`src/rtl/stream_demux_pkg.sv`:
```
// Shared types and defaults for the stream_demux_n 1-to-N demultiplexer.
package stream_demux_pkg;

    localparam int unsigned DEF_N_CH   = 8;
    localparam int unsigned DEF_DATA_W = 8;
    localparam int unsigned DEF_CNT_W  = 8;

    typedef enum logic {
        UNLOCKED = 1'b0,
        LOCKED   = 1'b1
    } lock_state_e;

    function automatic int unsigned sel_w(input int unsigned n);
        return 32'($clog2(n));
    endfunction

endpackage

```
`src/rtl/stream_demux_slice.sv`:
```
// Generic single-entry valid/ready register slice; accepts a new beat
// in the same cycle the held one drains, so full throughput is kept.
module stream_demux_slice #(
    parameter int unsigned W = 8
) (
    input  logic         clk,
    input  logic         rst,
    input  logic         i_valid,
    output logic         o_ready,
    input  logic [W-1:0] i_data,
    output logic         o_valid,
    input  logic         i_ready,
    output logic [W-1:0] o_data
);

    logic         r_vld;
    logic [W-1:0] r_data;

    assign o_ready = !r_vld || i_ready;
    assign o_valid = r_vld;
    assign o_data  = r_data;

    always_ff @(posedge clk) begin
        if (rst) begin
            r_vld  <= 1'b0;
            r_data <= '0;
        end else if (i_valid && o_ready) begin
            r_vld  <= 1'b1;
            r_data <= i_data;
        end else if (i_ready) begin
            r_vld  <= 1'b0;
        end
    end

endmodule

```
`src/rtl/stream_demux_n.sv`:
```
// Registered 1-to-N valid/ready stream demultiplexer with saturating drop counter.
// Optional packet route lock enabled by defining STREAM_DEMUX_ROUTE_LOCK_EN.
module stream_demux_n
    import stream_demux_pkg::*;
#(
    parameter int unsigned N_CH   = DEF_N_CH,
    parameter int unsigned DATA_W = DEF_DATA_W,
    parameter int unsigned CNT_W  = DEF_CNT_W
) (
    input  logic                     clk,
    input  logic                     rst,
    input  logic                     in_valid,
    output logic                     in_ready,
    input  logic [DATA_W-1:0]        in_data,
    input  logic [sel_w(N_CH)-1:0]   in_sel,
    input  logic                     in_last,
    output logic [N_CH-1:0]          out_valid,
    input  logic [N_CH-1:0]          out_ready,
    output logic [N_CH*DATA_W-1:0]   out_data,
    output logic [N_CH-1:0]          out_last,
    output logic [CNT_W-1:0]         drop_cnt
);

    localparam int unsigned SEL_W = sel_w(N_CH);
    localparam int unsigned PAY_W = SEL_W + DATA_W + 1;

    logic [SEL_W-1:0]  w_eff_sel;
    logic              w_in_range;
    logic              w_accept;
    logic              w_vld_q;
    logic [PAY_W-1:0]  w_pay_q;
    logic [SEL_W-1:0]  w_ch_q;
    logic [DATA_W-1:0] w_data_q;
    logic              w_last_q;
    logic [CNT_W-1:0]  r_drop_cnt;

    assign w_in_range = ({1'b0, w_eff_sel} < (SEL_W+1)'(N_CH));
    assign w_accept   = in_valid && in_ready;
    assign w_ch_q     = w_pay_q[PAY_W-1 -: SEL_W];
    assign w_data_q   = w_pay_q[DATA_W:1];
    assign w_last_q   = w_pay_q[0];
    assign drop_cnt   = r_drop_cnt;

    // Out-of-range beats are handshaken but never reach the slice.
    stream_demux_slice #(
        .W (PAY_W)
    ) u_slice (
        .clk     (clk),
        .rst     (rst),
        .i_valid (in_valid && w_in_range),
        .o_ready (in_ready),
        .i_data  ({w_eff_sel, in_data, in_last}),
        .o_valid (w_vld_q),
        .i_ready (out_ready[w_ch_q]),
        .o_data  (w_pay_q)
    );

    // Channel decode with zero-gating of every unselected lane.
    always_comb begin
        out_valid = '0;
        out_last  = '0;
        out_data  = '0;
        for (int unsigned i = 0; i < N_CH; i++) begin
            if (w_vld_q && (w_ch_q == SEL_W'(i))) begin
                out_valid[i]                  = 1'b1;
                out_last[i]                   = w_last_q;
                out_data[i*DATA_W +: DATA_W]  = w_data_q;
            end
        end
    end

    always_ff @(posedge clk) begin
        if (rst) begin
            r_drop_cnt <= '0;
        end else if (w_accept && !w_in_range && (r_drop_cnt != {CNT_W{1'b1}})) begin
            r_drop_cnt <= r_drop_cnt + CNT_W'(1);
        end
    end

`ifdef STREAM_DEMUX_ROUTE_LOCK_EN
    lock_state_e      r_lock_state;
    lock_state_e      w_lock_state_nxt;
    logic [SEL_W-1:0] r_lock_sel;
    logic [SEL_W-1:0] w_lock_sel_nxt;

    always_ff @(posedge clk) begin
        if (rst) begin
            r_lock_state <= UNLOCKED;
            r_lock_sel   <= '0;
        end else begin
            r_lock_state <= w_lock_state_nxt;
            r_lock_sel   <= w_lock_sel_nxt;
        end
    end

    // Dropped packets lock too, so every beat of them is counted.
    always_comb begin
        w_lock_state_nxt = r_lock_state;
        w_lock_sel_nxt   = r_lock_sel;
        w_eff_sel        = in_sel;
        case (r_lock_state)
            UNLOCKED: begin
                if (w_accept && !in_last) begin
                    w_lock_state_nxt = LOCKED;
                    w_lock_sel_nxt   = in_sel;
                end
            end
            LOCKED: begin
                w_eff_sel = r_lock_sel;
                if (w_accept && in_last) begin
                    w_lock_state_nxt = UNLOCKED;
                end
            end
            default: w_lock_state_nxt = UNLOCKED;
        endcase
    end
`else
    assign w_eff_sel = in_sel;
`endif

endmodule

```
`config.mk`:
```
export PLATFORM = sky130hd
export DESIGN_NAME = stream_demux_n
export DESIGN_NICKNAME = d
export VERILOG_FILES = /design/src/rtl/stream_demux_pkg.sv /design/src/rtl/stream_demux_slice.sv /design/src/rtl/stream_demux_n.sv
export SDC_FILE = /design/constraint.sdc
export NUM_CORES = 1
export LEC_CHECK = 0
export ABC_AREA = 1
export CORE_MARGIN = 2
export CORE_UTILIZATION = 33
export CTS_CLUSTER_DIAMETER = 60
export CTS_CLUSTER_SIZE = 10
export DETAILED_ROUTE_END_ITERATION = 10
export GPL_TIMING_DRIVEN = 0
export PLACE_DENSITY = 0.9
export SLEW_MARGIN = 15
export SYNTH_ARGS = -nofsm -noshare
export SYNTH_HDL_FRONTEND = slang
export SYNTH_HIERARCHICAL = 1
export SYNTH_SLANG_ARGS = --single-unit
```
`constraint.sdc`:
```
create_clock -name clk -period 2.7 [get_ports clk]
set_input_delay 0.27 -clock clk [delete_from_list [all_inputs] [get_ports clk]]
set_output_delay 0.27 -clock clk [all_outputs]
set_load 0.005 [all_outputs]
```
## After elaboration in Yosys (flattened, before gate mapping)

Cells that the tools add are included.

- Input bits: 23
- Flip-flop bits (word level): 13
- Word-level logic and storage cells: 51
- Output and inout bits: 89

- Reduce and logical (&&, ||, !) cells: 13
- Magnitude comparators: 1
- Equality and inequality tests: 7
- Multiplexer cells: 28

Operators by type and width:

| kind | number |
|---|---|
| $mux 8 | 8 |
| $mux 1 | 19 |
| $eq 3x3->1 const B | 4 |
| $logic_and 1x1->1 | 9 |
| $eq 3x2->1 const B | 2 |
| $lt 3x4->1 const B | 1 |
| $bmux 1 s3 | 1 |
| $eq 3x1->1 const B | 1 |
| $logic_not 3->1 | 1 |
| $reduce_bool 2->1 | 1 |
| $logic_not 1->1 | 1 |
| $logic_or 1x1->1 | 1 |

## Longest topological paths before layout

- Depth after elaboration: 5
- Gate-level depth with buffers: 14
- Gate-level depth less buffers: 12

## Hierarchy

Netlist, hierarchy kept.

By module, submodules not included:

| module | cells an instance | sequential area each (µm²) | instances | area each (µm²) |
|---|---|---|---|---|
| stream_demux_slice | 84 | 260.2 | 1 | 651.9 |
| stream_demux_n | 139 | 0.0 | 1 | 576.8 |

## Worst setup path after synthesis

Ideal clock, no wire load.

- Path kind: register -> register
- Start point: register u_slice.r_data[9] (netlist: u_slice/o_data[9])
- End point: register u_slice.r_data[11] (netlist: u_slice/o_data[11])
- Slack: 1.391 ns
- Data arrival time: 1.194 ns
- Data required time: 2.585 ns
- Period minus slack after synthesis: 1.309 ns
- Path buffers: 2
- Cell stages (with the launch flop): 14
- Path through: dfxtp_1 > buf_6 > inv_2 > nand2_1 > nand2_1 > nand2_1 > nand2_1 > nand2_1 > nand2_1 > inv_2 > nand2_4 > buf_8 > a21oi_1 > nor2_1

- Longest elaborated chain between the ends: 4

Ends and longest elaborated chain:

| what | line | RTL |
|---|---|---|
| start, declared | stream_demux_slice.sv:17 | `logic [W-1:0] r_data;` |
| start signal, assigned | stream_demux_slice.sv:29 | `r_data <= i_data;` |
| $bmux 1 s3 | stream_demux_n.sv:54 | `.i_ready (out_ready[w_ch_q]),` |
| $mux 1 (not written as such) | stream_demux_n.sv:54 |  |
| $logic_or 1x1->1 | stream_demux_slice.sv:19 | `assign o_ready = !r_vld \|\| i_ready;` |
| $logic_and 1x1->1 | stream_demux_slice.sv:27 | `end else if (i_valid && o_ready) begin` |

No other way between the ends. The select of a mux whose other input is x is not followed.
A chain may end at the register's enable or synchronous reset.

## Final worst setup path

- Start point: register u_slice.r_data[9] (netlist: u_slice/o_data[9])
- End point: output in_ready

- Longest elaborated chain between the ends: 3

Ends and longest elaborated chain:

| what | line | RTL |
|---|---|---|
| $bmux 1 s3 | stream_demux_n.sv:54 |  |
| $mux 1 (not written as such) | stream_demux_n.sv:54 |  |
| $logic_or 1x1->1 | stream_demux_slice.sv:19 |  |
| end, declared | stream_demux_n.sv:13 | `output logic in_ready,` |

No other way between the ends. The select of a mux whose other input is x is not followed.

==> results <==
- Entering global routing, the biggest net connects 11 pins.
- The sequential cell area fraction in the yosys report is 0.212.
- The cell repeated most along the worst path is sky130_fd_sc_hd__nand2_1.
- The vertical extent of the die is 65.0 um.
- In this run the remaining antenna-violating nets after routing total 0.
- Synthesis produced 223 cells.
- After clock tree synthesis, the repair step resized 0 gates.
- The count of unresolved DRC violations after routing is 0.
- Of the post-synthesis cell area, the dominant cell type holds 0.269.
- Buffers added to address setup during post-CTS repair amount to 0.
- The number of global-route vias before repair is 1460.
- In this run the horizontal extent of the chip is 65.0 um.
- The post-synthesis instance area is 1230 um^2.
- The placement-stage cell area is 2340 um^2.
- The CTS H-tree depth is 1.
- At the end of routability-driven placement, the weighted congestion stood at 0.786.
- The repair_antennas step left the layout with diodes totalling 0.
- The initial utilization of the core area, before any placement, comes to 0.338.
- The tool flagged a number of max-cap violations equal to 0.
- The share of post-route cells with drive strength above 1 is 0.110.
- The delay of the slowest cell on the worst path is 0.51 ns.
- The worst hold margin is 0.334 ns.
- Walking the worst path, the cells encountered are buf_6 -> inv_2 -> nand2_1 -> nand2_1 -> nand2_1 -> nand2_1 -> nand2_1 -> nand2_1 -> inv_2 -> nand2_4 -> buf_6 -> clkdlybuf4s50_1.
- The critical path is of the reg2out type.
- The die covers 4230 um^2.
- Summed over all instances, the cell type with the most area after synthesis is sky130_fd_sc_hd__nor2_1.
- Relative to the synthesized area, the layout overhead comes to 93.8%.
- The number of hold-repair buffers added at the cts stage is 0.
- The worst setup path is launched from a register.
- Data on the critical path is required at its endpoint by 2.43 ns.
- Synthesis instantiated 16 different standard cells from the library.
- Between clock sinks in the finished design, the worst skew comes to 0.000411 ns.
- The flow ran to the end, and the final reports show no timing, DRC or antenna violations.
- The total routed wirelength is 4250 um.
- For this block, the initial DRC count from the detailed router was 85.
- The count of pins on the block boundary is 112.
- The worst path arrival time is 1.98 ns.
- The critical path buffer and inverter count is 5.
- Counting I/O delays and the setup requirement, the final critical path takes 2.25 ns.
- The capturing element type of the critical path is a primary output.
- In the layout the commonest cells are sky130_fd_sc_hd__clkdlybuf4s50_1 (102), sky130_fd_sc_hd__nor2_1 (88), sky130_fd_sc_hd__nand2_1 (36).
- Dividing total power by cell area gives a power density of 266 nW/um^2.
- The number of nets in the layout is 360.
- TritonCTS built the clock tree.
- The first-pass GRT wire length is 6620 um.
- The synthesized flop and latch total is 13.
- The number of warning messages in the yosys log is 6.
- The vias per cell is 4.37.
- Of all nets on the critical path, the largest fanout is 10.
- Timing would allow up to 445 MHz.
- The post-route non-filler standard cell count is 384.
- The later pin in the worst-skew pair is clocked with a latency of 0.24 ns.
- For this design, the sink count on the clock tree is 13.
- The total overflow left after global routing is 0.
- The routed length per instance is 11.1 um.
- Setup repair after global routing left no endpoint under its margin.
- In the global route stage, overall resource usage came out at 0.198.
- Setup violations remaining at the end of the flow were counted as 0.
- The number of placed instances, taps included, is 380.
- The row count is 22.
- The largest individual stage delay along the critical path comes from the cell sky130_fd_sc_hd__clkdlybuf4s50_1.
- The cell area after layout is 2380 um^2.
- Yosys attributes the largest share of cell area to sky130_fd_sc_hd__nor2_1 (27%), sky130_fd_sc_hd__dfxtp_1 (21%), sky130_fd_sc_hd__nand2_1 (11%).
- Dividing the final minimum period by the clock period gives 0.832.
- The final hold violation count is 0.
- The library cell used most frequently in the layout, excluding fill and tap cells, is sky130_fd_sc_hd__clkdlybuf4s50_1.
- The leakage power summed over all cells is 1.08 nW.
- The overall via count from detail_route is 1677.
- The root buffer cell is sky130_fd_sc_hd__clkbuf_8.
- The worst-case IR drop observed on VDD is 0.227 mV.
- The maximum root-to-sink buffer count is 2.
- The first-pass iteration count of the detailed router is 4.
- Detailed placement ended at an HPWL of 3480 um.
- The max-slew violation count is 0.
- Among cell families on the critical path, the largest total delay comes from buffers and inverters.
- The number of buffers inserted during clock tree synthesis is 3.
- The clock transition at the register clock pins on the worst setup and hold paths after CTS is 0.05 ns.
- The core region is 3630 um^2.
- The average size of a mapped cell is 5.51 um^2.
- The setup TNS is 0 ns.
- The worst hold path belongs to the class in2reg.
- The initial antenna violation count came to 0.
- The count of input and output buffers is 102.
## routing by layer
layer | vias up | part of all wire | track usage
met4 | 0 | 0.028 | 0.0938
met2 | 72 | 0.51 | 0.378
met5 | - | 0 | 0
met1 | 731 | 0.39 | 0.212
li1 | 863 | - | -
met3 | 11 | 0.069 | 0.0278
## metrics by stage
stage	utilization	setup slack (ns)	power, mW
CTS	0.655	0.466	0.637
global placement	0.643	0.563	0.460
global route	0.655	0.341	0.675
detailed placement	0.643	0.539	0.466
finish	0.655	0.454	0.633
floorplan	-	1.39	0.372
## power breakdown
group	total, mW	internal [mW]	switching, mW
Clock	0.172	0.104	0.0674
Combinational	0.238	0.111	0.127
Sequential	0.223	0.210	0.0132
## final timing paths
| path | depth (start not counted) | to | slack, ns | startpoint |
|---|---|---|---|---|
| setup / recovery | 12 | in_ready | 0.45 | u_slice/o_data[9] |
| hold / removal | 4 | u_slice/o_data[11] | 0.33 | in_valid |
| setup reg to reg | 13 | u_slice/o_data[0] | 1.17 | u_slice/o_data[9] |
| hold reg to reg | 2 | u_slice/o_data[3] | 0.48 | u_slice/o_data[3] |
## worst reg2reg max path, cell delays in order (launching register included)
cell	delay, ns
sky130_fd_sc_hd__dfxtp_1	0.36
sky130_fd_sc_hd__buf_6	0.15
sky130_fd_sc_hd__inv_2	0.06
sky130_fd_sc_hd__nand2_1	0.07
sky130_fd_sc_hd__nand2_1	0.05
sky130_fd_sc_hd__nand2_1	0.05
sky130_fd_sc_hd__nand2_1	0.05
sky130_fd_sc_hd__nand2_1	0.06
sky130_fd_sc_hd__nand2_1	0.06
sky130_fd_sc_hd__inv_2	0.06
sky130_fd_sc_hd__nand2_4	0.08
sky130_fd_sc_hd__buf_6	0.16
sky130_fd_sc_hd__a21oi_1	0.14
sky130_fd_sc_hd__nor2_1	0.06
## sequential cells by signal (all words and copies together), names as in the netlist
register / flops
u_slice/o_data: 12
u_slice/o_valid: 1
## synthesized netlist by cell type, drive strengths merged
cell	count
conb	1
clkbuf	1
a21oi	13
inv	37
nand2	43
buf	14
dfxtp	13
nor2	89
nand3	12
## area by class of cell
type | instances | area (um^2)
sequential | 13 | 260
fill | 351 | 1250
clock buffer | 4 | 45.0
multi-input combinational | 165 | 711
timing repair buffer | 102 | 1020
inverter | 37 | 139
tap | 48 | 60.1
buffer | 15 | 145
## kinds of logic (layout without fill, tap and decap cells)
logic type             count (synthesis)  after routing  synth area share
DFF                                   13             13             0.212
other                                  1              8           0.00305
buffers and inverters                 52            158             0.231
and+or+nand+nor                      144            144             0.501
AOI/OAI and AO/OA                     13             13            0.0530
Power figures use the tool's default switching activity.
